### src/rtl/fifo_event_monitor_pkg.sv
// Shared definitions for the FIFO event monitor: event-type encoding,
// default widths and a small sizing helper.
package fifo_event_monitor_pkg;

    // Event-type encoding reported in the first-error record.
    typedef enum logic {
        EVT_OVF = 1'b0,
        EVT_UDF = 1'b1
    } evt_type_e;

    localparam int DEF_NUM_CH = 4;
    localparam int DEF_CH_W   = 2;
    localparam int DEF_CNT_W  = 16;
    localparam int DEF_TS_W   = 32;

    // Number of readback slots addressable by a channel index of ch_w bits.
    // Slots past NUM_CH are tied to zero so an out-of-range select reads 0.
    function automatic int rb_depth(input int ch_w);
        return 1 << ch_w;
    endfunction

endpackage

### src/rtl/fifo_event_monitor_if.sv
// Bundle of FIFO status/strobe inputs, host controls and monitor results.
// master = the datapath/host side driving the monitor, slave = the monitor.
// The monitor has no handshake: every input is sampled on each rising clock
// edge and every result is valid whenever it is read.
interface fifo_event_monitor_if
    import fifo_event_monitor_pkg::*;
#(
    parameter int NUM_CH = DEF_NUM_CH,
    parameter int CH_W   = DEF_CH_W,
    parameter int CNT_W  = DEF_CNT_W,
    parameter int TS_W   = DEF_TS_W
);
    logic [NUM_CH-1:0] wr_full;
    logic [NUM_CH-1:0] wr_en;
    logic [NUM_CH-1:0] rd_empty;
    logic [NUM_CH-1:0] rd_en;
    logic              clear;
    logic [NUM_CH-1:0] clear_mask;
    logic [CH_W-1:0]   sel;

    logic [NUM_CH-1:0] overflow;
    logic [NUM_CH-1:0] underflow;
    logic              any_error;
    logic [CNT_W-1:0]  ovf_count;
    logic [CNT_W-1:0]  udf_count;
    logic              first_valid;
    logic [CH_W-1:0]   first_ch;
    logic              first_type;
    logic [TS_W-1:0]   first_time;

    modport master (
        output wr_full, wr_en, rd_empty, rd_en, clear, clear_mask, sel,
        input  overflow, underflow, any_error, ovf_count, udf_count,
               first_valid, first_ch, first_type, first_time
    );

    modport slave (
        input  wr_full, wr_en, rd_empty, rd_en, clear, clear_mask, sel,
        output overflow, underflow, any_error, ovf_count, udf_count,
               first_valid, first_ch, first_type, first_time
    );

endinterface

### src/rtl/fifo_event_monitor_sat_counter.sv
// Saturating event counter: clears on clr, counts on inc, holds at all-ones.
module sat_counter
    import fifo_event_monitor_pkg::*;
#(
    parameter int WIDTH = DEF_CNT_W
) (
    input  logic             clk,
    input  logic             reset,
    input  logic             clr,
    input  logic             inc,
    output logic [WIDTH-1:0] cnt
);

    // Clear beats increment; the count sticks at its maximum instead of wrapping.
    always_ff @(posedge clk) begin
        if (reset) begin
            cnt <= '0;
        end else if (clr) begin
            cnt <= '0;
        end else if (inc && (cnt != {WIDTH{1'b1}})) begin
            cnt <= cnt + 1'b1;
        end
    end

endmodule

### src/rtl/fifo_event_monitor.sv
// Multi-channel FIFO health monitor: sticky overflow/underflow flags,
// saturating per-channel event counters with selectable readback, and a
// first-error record (channel, type, timestamp) for sample-loss attribution.
module fifo_event_monitor
    import fifo_event_monitor_pkg::*;
#(
    parameter int NUM_CH = DEF_NUM_CH,
    parameter int CH_W   = DEF_CH_W,
    parameter int CNT_W  = DEF_CNT_W,
    parameter int TS_W   = DEF_TS_W,
    parameter bit STRICT = 1'b1
) (
    input logic                clk,
    input logic                reset,
    fifo_event_monitor_if.slave bus
);

    localparam int RB_N = rb_depth(CH_W);

    logic [NUM_CH-1:0] ovf_evt;
    logic [NUM_CH-1:0] udf_evt;
    logic [NUM_CH-1:0] ch_clr;
    logic [NUM_CH-1:0] ovf_q;
    logic [NUM_CH-1:0] udf_q;

    logic [CNT_W-1:0]  ovf_cnt [RB_N];
    logic [CNT_W-1:0]  udf_cnt [RB_N];
    logic [CH_W-1:0]   sel_q;
    logic [TS_W-1:0]   ts_q;

    logic              cap_hit;
    logic [CH_W-1:0]   cap_ch;
    evt_type_e         cap_type;

    logic              first_valid_q;
    logic [CH_W-1:0]   first_ch_q;
    evt_type_e         first_type_q;
    logic [TS_W-1:0]   first_time_q;

    // Strict mode counts access attempts on a full/empty FIFO; legacy mode
    // treats the full/empty level itself as the event.
    if (STRICT) begin : g_strict
        assign ovf_evt = bus.wr_full & bus.wr_en;
        assign udf_evt = bus.rd_empty & bus.rd_en;
    end else begin : g_level
        assign ovf_evt = bus.wr_full;
        assign udf_evt = bus.rd_empty;
    end

    // A global clear and a per-channel mask both wipe that channel's state.
    assign ch_clr = {NUM_CH{bus.clear}} | bus.clear_mask;

    // Sticky flags; a clear in the same cycle as an event drops the event.
    always_ff @(posedge clk) begin
        if (reset) begin
            ovf_q <= '0;
            udf_q <= '0;
        end else begin
            ovf_q <= (ovf_q | ovf_evt) & ~ch_clr;
            udf_q <= (udf_q | udf_evt) & ~ch_clr;
        end
    end

    // One overflow and one underflow counter per channel; spare readback
    // slots beyond NUM_CH read as zero.
    for (genvar g = 0; g < RB_N; g++) begin : g_ch
        if (g < NUM_CH) begin : g_live
            sat_counter #(.WIDTH(CNT_W)) u_ovf_cnt (
                .clk   (clk),
                .reset (reset),
                .clr   (ch_clr[g]),
                .inc   (ovf_evt[g]),
                .cnt   (ovf_cnt[g])
            );
            sat_counter #(.WIDTH(CNT_W)) u_udf_cnt (
                .clk   (clk),
                .reset (reset),
                .clr   (ch_clr[g]),
                .inc   (udf_evt[g]),
                .cnt   (udf_cnt[g])
            );
        end else begin : g_pad
            assign ovf_cnt[g] = '0;
            assign udf_cnt[g] = '0;
        end
    end

    // Free-running timestamp; only reset touches it, clear does not.
    always_ff @(posedge clk) begin
        if (reset) begin
            ts_q <= '0;
        end else begin
            ts_q <= ts_q + 1'b1;
        end
    end

    // Priority encoder: lowest channel wins, overflow beats underflow within
    // a channel. Scanning downwards lets the lowest hit overwrite the rest.
    always_comb begin
        cap_hit  = 1'b0;
        cap_ch   = '0;
        cap_type = EVT_OVF;
        for (int i = NUM_CH - 1; i >= 0; i--) begin
            if (ovf_evt[i] || udf_evt[i]) begin
                cap_hit  = 1'b1;
                cap_ch   = CH_W'(i);
                cap_type = ovf_evt[i] ? EVT_OVF : EVT_UDF;
            end
        end
    end

    // First-error record: latched once, held until a global clear.
    always_ff @(posedge clk) begin
        if (reset || bus.clear) begin
            first_valid_q <= 1'b0;
            first_ch_q    <= '0;
            first_type_q  <= EVT_OVF;
            first_time_q  <= '0;
        end else if (!first_valid_q && cap_hit) begin
            first_valid_q <= 1'b1;
            first_ch_q    <= cap_ch;
            first_type_q  <= cap_type;
            first_time_q  <= ts_q;
        end
    end

    // Register the readback select; the counters themselves are already
    // registered, so the mux below returns their state at the same edge.
    always_ff @(posedge clk) begin
        if (reset) begin
            sel_q <= '0;
        end else begin
            sel_q <= bus.sel;
        end
    end

    assign bus.overflow    = ovf_q;
    assign bus.underflow   = udf_q;
    assign bus.any_error   = |{ovf_q, udf_q};
    assign bus.ovf_count   = ovf_cnt[sel_q];
    assign bus.udf_count   = udf_cnt[sel_q];
    assign bus.first_valid = first_valid_q;
    assign bus.first_ch    = first_ch_q;
    assign bus.first_type  = first_type_q;
    assign bus.first_time  = first_time_q;

endmodule

### src/flat_wrapper.sv
// flat-port wrapper written by rule: the top's interface ports become plain ports
module fifo_event_monitor_flat import fifo_event_monitor_pkg::*;
#(
    parameter int NUM_CH = DEF_NUM_CH,
    parameter int CH_W   = DEF_CH_W,
    parameter int CNT_W  = DEF_CNT_W,
    parameter int TS_W   = DEF_TS_W,
    parameter bit STRICT = 1'b1
)
  (clk, reset, bus_wr_full, bus_wr_en, bus_rd_empty, bus_rd_en, bus_clear, bus_clear_mask, bus_sel, bus_overflow, bus_underflow, bus_any_error, bus_ovf_count, bus_udf_count, bus_first_valid, bus_first_ch, bus_first_type, bus_first_time);
  fifo_event_monitor_if #(.NUM_CH(NUM_CH), .CH_W(CH_W), .CNT_W(CNT_W), .TS_W(TS_W)) bus_i ();
  input logic clk;
  input logic reset;
  input wire logic [$bits(bus_i.wr_full)-1:0] bus_wr_full;
  input wire logic [$bits(bus_i.wr_en)-1:0] bus_wr_en;
  input wire logic [$bits(bus_i.rd_empty)-1:0] bus_rd_empty;
  input wire logic [$bits(bus_i.rd_en)-1:0] bus_rd_en;
  input wire logic [$bits(bus_i.clear)-1:0] bus_clear;
  input wire logic [$bits(bus_i.clear_mask)-1:0] bus_clear_mask;
  input wire logic [$bits(bus_i.sel)-1:0] bus_sel;
  output wire logic [$bits(bus_i.overflow)-1:0] bus_overflow;
  output wire logic [$bits(bus_i.underflow)-1:0] bus_underflow;
  output wire logic [$bits(bus_i.any_error)-1:0] bus_any_error;
  output wire logic [$bits(bus_i.ovf_count)-1:0] bus_ovf_count;
  output wire logic [$bits(bus_i.udf_count)-1:0] bus_udf_count;
  output wire logic [$bits(bus_i.first_valid)-1:0] bus_first_valid;
  output wire logic [$bits(bus_i.first_ch)-1:0] bus_first_ch;
  output wire logic [$bits(bus_i.first_type)-1:0] bus_first_type;
  output wire logic [$bits(bus_i.first_time)-1:0] bus_first_time;
  assign bus_i.wr_full = bus_wr_full;
  assign bus_i.wr_en = bus_wr_en;
  assign bus_i.rd_empty = bus_rd_empty;
  assign bus_i.rd_en = bus_rd_en;
  assign bus_i.clear = bus_clear;
  assign bus_i.clear_mask = bus_clear_mask;
  assign bus_i.sel = bus_sel;
  assign bus_overflow = bus_i.overflow;
  assign bus_underflow = bus_i.underflow;
  assign bus_any_error = bus_i.any_error;
  assign bus_ovf_count = bus_i.ovf_count;
  assign bus_udf_count = bus_i.udf_count;
  assign bus_first_valid = bus_i.first_valid;
  assign bus_first_ch = bus_i.first_ch;
  assign bus_first_type = bus_i.first_type;
  assign bus_first_time = bus_i.first_time;
  fifo_event_monitor #(.NUM_CH(NUM_CH), .CH_W(CH_W), .CNT_W(CNT_W), .TS_W(TS_W), .STRICT(STRICT)) u_core (.clk(clk), .reset(reset), .bus(bus_i));
endmodule
### config.mk
export PLATFORM = sky130hd
export DESIGN_NAME = fifo_event_monitor_flat
export DESIGN_NICKNAME = d
export VERILOG_FILES = /design/src/rtl/fifo_event_monitor_pkg.sv /design/src/rtl/fifo_event_monitor_if.sv /design/src/rtl/fifo_event_monitor_sat_counter.sv /design/src/rtl/fifo_event_monitor.sv /design/src/flat_wrapper.sv
export SDC_FILE = /design/constraint.sdc
export NUM_CORES = 1
export LEC_CHECK = 0
export ABC_CLOCK_PERIOD_IN_PS = 2000
export BUFFER_PORTS_ARGS = -buffer_cell sky130_fd_sc_hd__buf_2
export CAP_MARGIN = 15
export CORE_MARGIN = 1
export CORE_UTILIZATION = 46
export DETAILED_ROUTE_END_ITERATION = 6
export HOLD_SLACK_MARGIN = 0.1
export PLACE_DENSITY = 0.75
export SYNTH_ARGS = -nofsm -noshare
export SYNTH_HDL_FRONTEND = slang
export SYNTH_SLANG_ARGS = --single-unit
### constraint.sdc
create_clock -name clk -period 2 [get_ports clk]
set_input_delay 0.3 -clock clk [delete_from_list [all_inputs] [get_ports clk]]
set_output_delay 0.3 -clock clk [all_outputs]
set_load 0.02 [all_outputs]
==> results of run 1 <==
## placed cells by master, fill, tap and decap left out, types with 8 or more instances in the layout
cell type	netlist	routed
dfxtp_1	206	203
clkbuf_16	0	25
and3_1	23	21
o31ai_1	39	39
a21oi_1	131	131
a2111o_1	16	16
mux2i_1	31	31
and2_1	11	11
or3_1	29	29
or4_1	41	41
nand2b_1	20	20
nand4_1	39	39
o41ai_1	12	12
buf_2	5	81
o311ai_0	12	12
ha_1	9	8
or2_2	11	11
nor4_1	17	16
nor2_1	47	47
nand3_1	54	53
buf_6	1	21
o21ai_0	53	53
mux4_2	32	32
and4_1	29	29
a211oi_1	11	11
nor3_1	15	12
inv_1	16	16
a31oi_1	11	11
nand2_1	197	197
buf_4	0	58
## timing repair
item / in CTS / in global routing
pin swaps: 0 / 2
hold endpoints to repair: 2 / 0
hold buffers: 3 / 0
endpoints found under the setup margin: 32 / 55
setup buffers: 8 / 1
gates cloned: 4 / 2
gates resized for setup: 30 / 27
## kinds of logic after synthesis
group | Yosys count
buffers and inverters | 89
xor gates and xnor gates | 10
AOI/OAI and AO/OA | 319
muxes | 65
adders and majority gates | 9
DFF | 206
and+or+nand+nor | 544
## sequential cells by signal, indices dropped and copies added (netlist names)
name and flops:
u_core.bus.first_ch 2, u_core.bus.first_time 32, u_core.bus.first_type 1, u_core.bus.first_valid 1, u_core.bus.overflow 4, u_core.bus.underflow 4, u_core.g_ch.g_live.u_ovf_cnt.cnt 64, u_core.g_ch.g_live.u_udf_cnt.cnt 64
u_core.sel_q 2, u_core.ts_q 32
## metrics by stage
| stage | hold WS, ns | worst slack [ns] | util |
|---|---|---|---|
| final | 0.1220 | -0.1288 | 0.5696 |
| after global routing | 0.1283 | -0.1660 | 0.5693 |
| after detailed placement | 0.4455 | 0.05548 | 0.5164 |
| after CTS | 0.1067 | -0.1444 | 0.5645 |
| after global placement | 0.4406 | 0.1121 | 0.5164 |
| after floorplan | 0.4282 | 0.01201 | - |
## metal layers
layer  up-vias  GRT usage  share of wire
met3        93    0.04369          0.096
met1      5033     0.3574           0.42
met5         -          0         0.0010
met2       501     0.4110           0.44
met4         6    0.09571          0.034
li1       5020          -              -
## worst max-delay path, cell delays in order (launching register included)
cell and delay [ns]:
dfxtp_4 0.37, buf_12 0.18, mux4_2 0.57, buf_2 0.18
## power by group
group          internal (mW)  switching, mW  total, mW
Sequential              4.12         0.0238       4.15
Combinational          0.187          0.307      0.494
Clock                   2.67           1.74       4.41
Total                   6.98           2.08       9.05
## final cells by class
cell class                      count  area (um2)  share of cell area
Antenna cell                        2       5.005           0.0003881
Clock buffer                       39       748.2             0.05802
Clock inverter                      4       47.55            0.003687
Inverter                           17       63.81            0.004949
Multi-Input combinational cell    949        6243              0.4842
Sequential cell                   206        4133              0.3205
Tap cell                          285       356.6             0.02765
Timing Repair Buffer              171        1297              0.1006
## path summary, 6_finish.rpt
kind	startpoint	to	slack, ns	cells past startpoint
setup / recovery	u_core.sel_q[1]$_SDFF_PP0_	bus_ovf_count[4]	-0.13	3
hold / removal	bus_rd_en[1]	u_core.bus.underflow[1]$_SDFF_PP0_	0.12	3
setup reg to reg	u_core.ts_q[1]$_SDFF_PP0_	u_core.ts_q[21]$_SDFF_PP0_	0.08	4
hold reg to reg	u_core.ts_q[0]$_SDFF_PP0_	u_core.ts_q[0]$_SDFF_PP0_	0.45	1
==> run summary, run 1 <==
OUTCOME
-----------------------------------------------------------------------------------------
Result of the run                                                            finished with violations
Violated checks                                                              setup timing

STA
-----------------------------------------------------------------------------------------
Worst clock skew                                                              0.009084 ns
# setup viols final                                                                    32
Actual transition at the worst max-transition pin                               0.6618 ns
Final Max Tran Viols                                                                    0
RSZ-0062 raised after global routing                                                  yes
Hold violation total from the final report                                              0
Total negative setup slack                                                      -3.071 ns
Part of the cycle the worst path needs                                              1.064
Crit path setup slack, layout                                                  -0.1288 ns
Period minus WS final                                                            2.129 ns
Max-Slew Margin vs Limit                                                           0.5547
Max Fclk                                                                        469.7 MHz

SYNTH
-----------------------------------------------------------------------------------------
Main synth FF type                                                                dfxtp_1
Top post-synthesis cells by count                                            206 x dfxtp_1, 197 x nand2_1, 131 x a21oi_1, 59 x clkbuf_1, 54 x nand3_1
Post-synthesis cell type with the largest combined area                           dfxtp_1
Mapped cell area                                                              0.01065 mm2
Main combinational cell family by area after synthesis                       simple AND/OR/NAND/NOR gates
Number of unique standard cell types used by synthesis                                 56
Xor/xnor cell area share of the yosys netlist                                    0.008228
Number of synthesized register bits                                                   206
Portion of netlist area occupied by mux cells                                     0.09897
Most common cell in the synthesized netlist                                       dfxtp_1
Number of synthesized flops with an enable pin                                          0
Mean Syn Cell Area                                                              8.571 um2
Synth Area in Adders                                                              0.01058
Largest cells by area after synthesis                                        dfxtp_1 39%, nand2_1 6.9%, mux4_2 6.8%
Share of the yosys chip area belonging to registers                                0.3874
Fraction of the mapped netlist area in compound gates                              0.1942
Top cell type's share of synthesized area                                          0.3874
Synthesized Nets                                                                    1,276
Post-synthesis cell count                                                           1,242
Synth Area in Simple Gates                                                         0.2679
Proportion of register bits with asynchronous set or reset after synthesis              0
Synthesis warning total                                                                 0

RUN
-----------------------------------------------------------------------------------------
Max capacitance violation total                                                         0

PLACEMENT
-----------------------------------------------------------------------------------------
Placed instance area                                                          0.01169 mm2
Half-perimeter wire length after detailed placement                              21.46 mm
Placed instance count                                                               1,610
Routability cong.                                                                  0.9581
Count of buffers inserted at the top-level ports                                      101

WORST SETUP PATH
-----------------------------------------------------------------------------------------
Worst endpoint data arrival time                                                  1.83 ns
Start-to-end type of the worst setup path                                         reg2out
Critical Path Start Type                                                             flop
Largest fanout on the critical path                                                    16
Worst path required time                                                          1.70 ns
CP Capture Type                                                              primary output

FINAL LAYOUT
-----------------------------------------------------------------------------------------
Filler Cells Inserted                                                               1,927
P&R area growth vs syn                                                             21.13%
Final #Nets                                                                         1,403
Final cell count without fillers                                                    1,673
Proportion of layout cells with a drive suffix above 1                             0.1948
Total non-filler cell area in the finished layout                             0.01289 mm2

GLOBAL ROUTE
-----------------------------------------------------------------------------------------
First-pass GRT wire length                                                       50.52 mm
Antenna violations before repair                                                        4
Number of global-route vias before repair                                           9,747
Pin count of the biggest net entering global routing                                   37
Aggregate global-route resource usage                                              0.2606
Remaining Overflow, GRT                                                                 0

CLOCKING
-----------------------------------------------------------------------------------------
Number of CTS-inserted buffers                                                         24
Cell chosen for the clock root                                                  clkbuf_16
TritonCTS sink count                                                                  206
Htree depth                                                                             1
Clock transition at the registers of the reported paths                           0.06 ns
Insertion delay to the later sink of the worst-skew pair                          0.52 ns
Maximum root-to-sink buffer count                                                       3
TritonCTS clock tree                                                                  yes

FLOORPLANNING
-----------------------------------------------------------------------------------------
Placement row count                                                                    55
Die extent in x                                                                  154.1 um
I/O pin total                                                                         102
Die Area                                                                      0.02375 mm2
Core Footprint                                                                0.02264 mm2
Die Span Y                                                                       154.1 um
Initial Util                                                                       0.4702

DRT
-----------------------------------------------------------------------------------------
DRC marker count from the first detailed-route iteration                            1,054
Total number of vias                                                               10,653
Final wirelength                                                                 30.98 mm
DR vias/cell                                                                        6.368
Detailed-route DRC error count                                                          0
Detail Route Antenna Nets                                                               0
1st-pass router iterations                                                              5
Post-detailed-route wirelength per cell                                          18.52 um

PWR
-----------------------------------------------------------------------------------------
Power, Total                                                                     9.054 mW
Leak                                                                             4.383 nW
PwrDens                                                                      702.1 mW/mm2
Worst-case vdd ir drop                                                        0.0006144 V

HOLD PATH
-----------------------------------------------------------------------------------------
HP Class                                                                           in2reg

Note: power is estimated with default switching activity, not from simulation.
==> run 2: changes to the inputs <==
--- a/config.mk
+++ b/config.mk
@@ -17,2 +17,3 @@
 export SYNTH_HDL_FRONTEND = slang
+export SYNTH_HIERARCHICAL = 1
 export SYNTH_SLANG_ARGS = --single-unit
--- a/constraint.sdc
+++ b/constraint.sdc
@@ -3,2 +3,2 @@
 set_output_delay 0.3 -clock clk [all_outputs]
-set_load 0.02 [all_outputs]
+set_load 0.005 [all_outputs]
==> run summary, run 2 <==
OUTCOME
-----------------------------------------------------------------------------------------
Result of the run                                                            finished with violations
Violated checks                                                              setup timing

FINAL LAYOUT
-----------------------------------------------------------------------------------------
Commonest cells after routing, fill and taps aside                           205 x dfxtp_1, 178 x nand2_1, 99 x buf_2
Final Util                                                                         0.5534   -0.01619
Proportion of layout cells with a drive suffix above 1                             0.2484   +0.05356
Largest registers                                                            u_core/g_ch.g_live.u_ovf_cnt/cnt x64, u_core/g_ch.g_live.u_udf_cnt/cnt x64
Final #Nets                                                                         1,389   -1.0%
Most common cell after layout, fill and taps aside                                dfxtp_1
P&R area growth vs syn                                                             16.64%
Antenna Diode Count                                                                     0   -2

HOLD PATH
-----------------------------------------------------------------------------------------
HP Class                                                                           in2reg
Hold EP                                                                      u_core/bus.first_ch[1]$_SDFFE_PP0P_
Worst Hold Depth                                                                        3   unchanged
Origin of the worst min-delay path                                              bus_clear

STA
-----------------------------------------------------------------------------------------
Period minus WS final                                                            2.125 ns   -0.003983 ns
# setup viols final                                                                    32   unchanged
Max Fclk                                                                        470.6 MHz   +0.19%
Crit path setup slack, layout                                                  -0.1248 ns   +0.003983 ns
RSZ-0062 raised after global routing                                                  yes
Max-Slew Margin vs Limit                                                           0.6294   +0.07473
Worst clock skew                                                              0.008915 ns   -0.0001690 ns
Actual transition at the worst max-transition pin                               0.5558 ns   -0.1060 ns
Hold violation total from the final report                                              0   unchanged
Final Max Tran Viols                                                                    0   unchanged
Part of the cycle the worst path needs                                              1.062   -0.001991

WORST SETUP PATH
-----------------------------------------------------------------------------------------
Critical Path Start Type                                                             flop
Worst endpoint data arrival time                                                  1.82 ns   about the same
Start-to-end type of the worst setup path                                         reg2out
Count of cells along the worst register-to-register path                                5   +1
Minimum setup slack among reg-to-reg paths                                        0.06 ns   -0.02 ns
CP Capture Type                                                              primary output
Critical-path cell list                                                      buf_12 > buf_16 > mux4_2 > buf_2
Slowest cell on the critical path                                                  mux4_2
Worst path required time                                                          1.70 ns   about the same
Destination of the worst register-to-register timing path                    u_core/ts_q[25]$_SDFF_PP0_
Reg2reg start                                                                u_core/ts_q[18]$_SDFF_PP0_
Crit-path max cell delay                                                          0.52 ns   -0.05 ns
Largest fanout on the critical path                                                     8   -8

DRT
-----------------------------------------------------------------------------------------
Detail Route Antenna Nets                                                               0   unchanged
Total number of vias                                                               10,276   -3.5%
DR vias/cell                                                                        6.073   -4.6%
DRC marker count from the first detailed-route iteration                              732   -31%
Detailed-route DRC error count                                                          0   unchanged
1st-pass router iterations                                                              5   unchanged
Post-detailed-route wirelength per cell                                          18.40 um   -0.60%
Final wirelength                                                                 31.14 mm   +0.53%

PWR
-----------------------------------------------------------------------------------------
Relative contribution of sequential cells to total power                            0.455   -0.003
Int Pwr                                                                          7.045 mW   +0.95%
Leak                                                                             4.773 nW   +8.9%
Clock Power Share                                                                   0.491   +0.004
Share of power burned in combinational logic                                        0.053   -0.002
Worst-case vdd ir drop                                                        0.0005424 V   -12%
Sw Ratio                                                                           0.2268   -0.002359
PwrDens                                                                      693.2 mW/mm2   -1.3%
Net switching power figure                                                       2.067 mW   -0.40%

SYNTH
-----------------------------------------------------------------------------------------
Top cell type's share of synthesized area                                          0.3660   -0.02142
Synthesis warning total                                                                 6   +6
Largest cells by area after synthesis                                        dfxtp_1 37%, mux4_2 6.4%, nand2_1 5.9%
Proportion of register bits with asynchronous set or reset after synthesis              0   unchanged
Share of the yosys chip area belonging to registers                                0.3660   -0.02142
Post-synthesis cell count                                                           1,236   -0.48%
Post-synthesis cell type with the largest combined area                           dfxtp_1
Top post-synthesis cells by count                                            206 x dfxtp_1, 178 x nand2_1, 97 x a21oi_1, 53 x nand3_1, 48 x mux2i_1
Mean Syn Cell Area                                                              9.117 um2   +6.4%
Number of synthesized register bits                                                   206   unchanged
Number of unique standard cell types used by synthesis                                 58   +3.6%
Synthesized Nets                                                                    1,270   -0.47%
Number of synthesized flops with an enable pin                                          0   unchanged
Main synth FF type                                                                dfxtp_1
Most common cell in the synthesized netlist                                       dfxtp_1
Mapped cell area                                                              0.01127 mm2   +5.9%

CLOCKING
-----------------------------------------------------------------------------------------
Cell chosen for the clock root                                                  clkbuf_16
TritonCTS clock tree                                                                  yes
TritonCTS sink count                                                                  206   unchanged
Insertion delay to the later sink of the worst-skew pair                          0.51 ns   about the same
Maximum root-to-sink buffer count                                                       3   unchanged
Htree depth                                                                             1   unchanged
Number of CTS-inserted buffers                                                         24   unchanged
Clock transition at the registers of the reported paths                           0.06 ns   about the same

FLOORPLANNING
-----------------------------------------------------------------------------------------
Placement row count                                                                    56   +1.8%
I/O pin total                                                                         102   unchanged
Die Span Y                                                                       158.5 um   +2.8%
Core Footprint                                                                0.02375 mm2   +4.9%
Initial Util                                                                       0.4744   +0.004214
Die Area                                                                      0.02513 mm2   +5.8%
Die extent in x                                                                  158.5 um   +2.8%

GLOBAL ROUTE
-----------------------------------------------------------------------------------------
Antenna violations before repair                                                        1   -3
First-pass GRT wire length                                                       49.45 mm   -2.1%
Number of global-route vias before repair                                           9,427   -3.3%
Remaining Overflow, GRT                                                                 0   unchanged
Aggregate global-route resource usage                                              0.2483   -0.01224
Pin count of the biggest net entering global routing                                   40   +8.1%

PLACEMENT
-----------------------------------------------------------------------------------------
Half-perimeter wire length after detailed placement                              22.22 mm   +3.5%
Routability cong.                                                                  0.8805   -8.1%
Worst-case setup slack after placement                                        0.007228 ns   -0.04826 ns
Count of buffers inserted at the top-level ports                                      101   unchanged

RUN
-----------------------------------------------------------------------------------------
Max capacitance violation total                                                         0   unchanged

-- run 2: cell types whose count changed after synthesis, moves of 17 or more --
cell	before	now
a21oi_1	131	97
a31oi_1	11	33
and4_1	29	4
clkbuf_1	59	19
mux2i_1	31	48
nand2_1	197	178
nand2b_1	20	0
o31ai_1	39	8
or3_2	0	24
or4_1	41	9
-- run 2: stage by stage --
step	power (mW)	hold slack, ns	cells	TNS [ns]	instance area (um2)
after floorplan	4.488	0.3793	1236	0	11270
after global placement	4.680	0.4409	1639	0	12170
after global routing	9.379	0.1993	1692	-4.233	13140
after CTS	9.174	0.1649	1692	-3.537	13120
final	9.112	0.1782	1692	-2.721	13140
after detailed placement	4.686	0.4442	1639	0	12170
-- run 2: power by group through the flow --
stage | logic [mW] | registers (mW) | clock network (mW)
5_1_grt | 0.521 | 4.15 | 4.71
4_1_cts | 0.482 | 4.15 | 4.54
6_report | 0.485 | 4.15 | 4.48
3_3_place_gp | 0.442 | 4.24 | 0
3_5_place_dp | 0.448 | 4.24 | 0
2_1_floorplan | 0.257 | 4.23 | 0
-- run 2: repair_timing --
item / 4_1_cts / 5_1_grt
hold buffers: 6 / 0
buffers inserted: 1 / 0
resized for setup: 3 / 7
setup endpoints to repair: 32 / 52
hold endpoints to repair: 10 / 0
gates cloned: 2 / 0
-- run 2: worst max-delay path by stage --
stage / startpoint / end / slack (ns) / depth (start not counted)
floorplan: u_core/ts_q[12]$_SDFF_PP0_ / u_core/ts_q[31]$_SDFF_PP0_ / 0.04 / 6
global placement: bus_clear / u_core/g_ch[0].g_live.u_udf_cnt/cnt[2]$_SDFFE_PP0P_ / 0.11 / 5
detailed placement: bus_clear / u_core/g_ch[3].g_live.u_ovf_cnt/cnt[4]$_SDFFE_PP0P_ / 0.007 / 5
CTS: u_core/sel_q[0]$_SDFF_PP0_ / bus_ovf_count[0] / -0.15 / 4
global route: u_core/sel_q[0]$_SDFF_PP0_ / bus_ovf_count[12] / -0.17 / 4
finish: u_core/sel_q[0]$_SDFF_PP0_ / bus_ovf_count[0] / -0.12 / 4
-- run 2: logic make-up after synthesis --
group,share of synthesized area
buffers and inverters,0.04597
adders and majority gates,0.009994
and+or+nand+nor,0.2855
muxes,0.1086
AOI/OAI and AO/OA,0.1731
xor gates and xnor gates,0.01088
DFF,0.3660
-- run 2: per-layer routing --
metal,share of wire,wire length (um),vias up,track usage
li1,-,-,4922,-
met1,0.44,13790,4948,0.3293
met2,0.46,14280,327,0.4004
met3,0.062,1921,77,0.03947
met4,0.037,1142,2,0.1049
met5,0.00026,8,-,0
-- run 2: cell type report --
cell class,instances,area (um2)
inverter,15,56.30
tap,319,399.1
fill,2094,10610
clock inverter,8,95.09
multi-input combinational,947,6646
clock buffer,36,716.9
sequential,206,4128
timing repair buffer,161,1102
-- run 2: worst max-delay path: cells and delay by family, from the launching register on --
kind	cells	cell delay [ns]
buf+inv	3	0.42
flops	1	0.37
mux	1	0.52
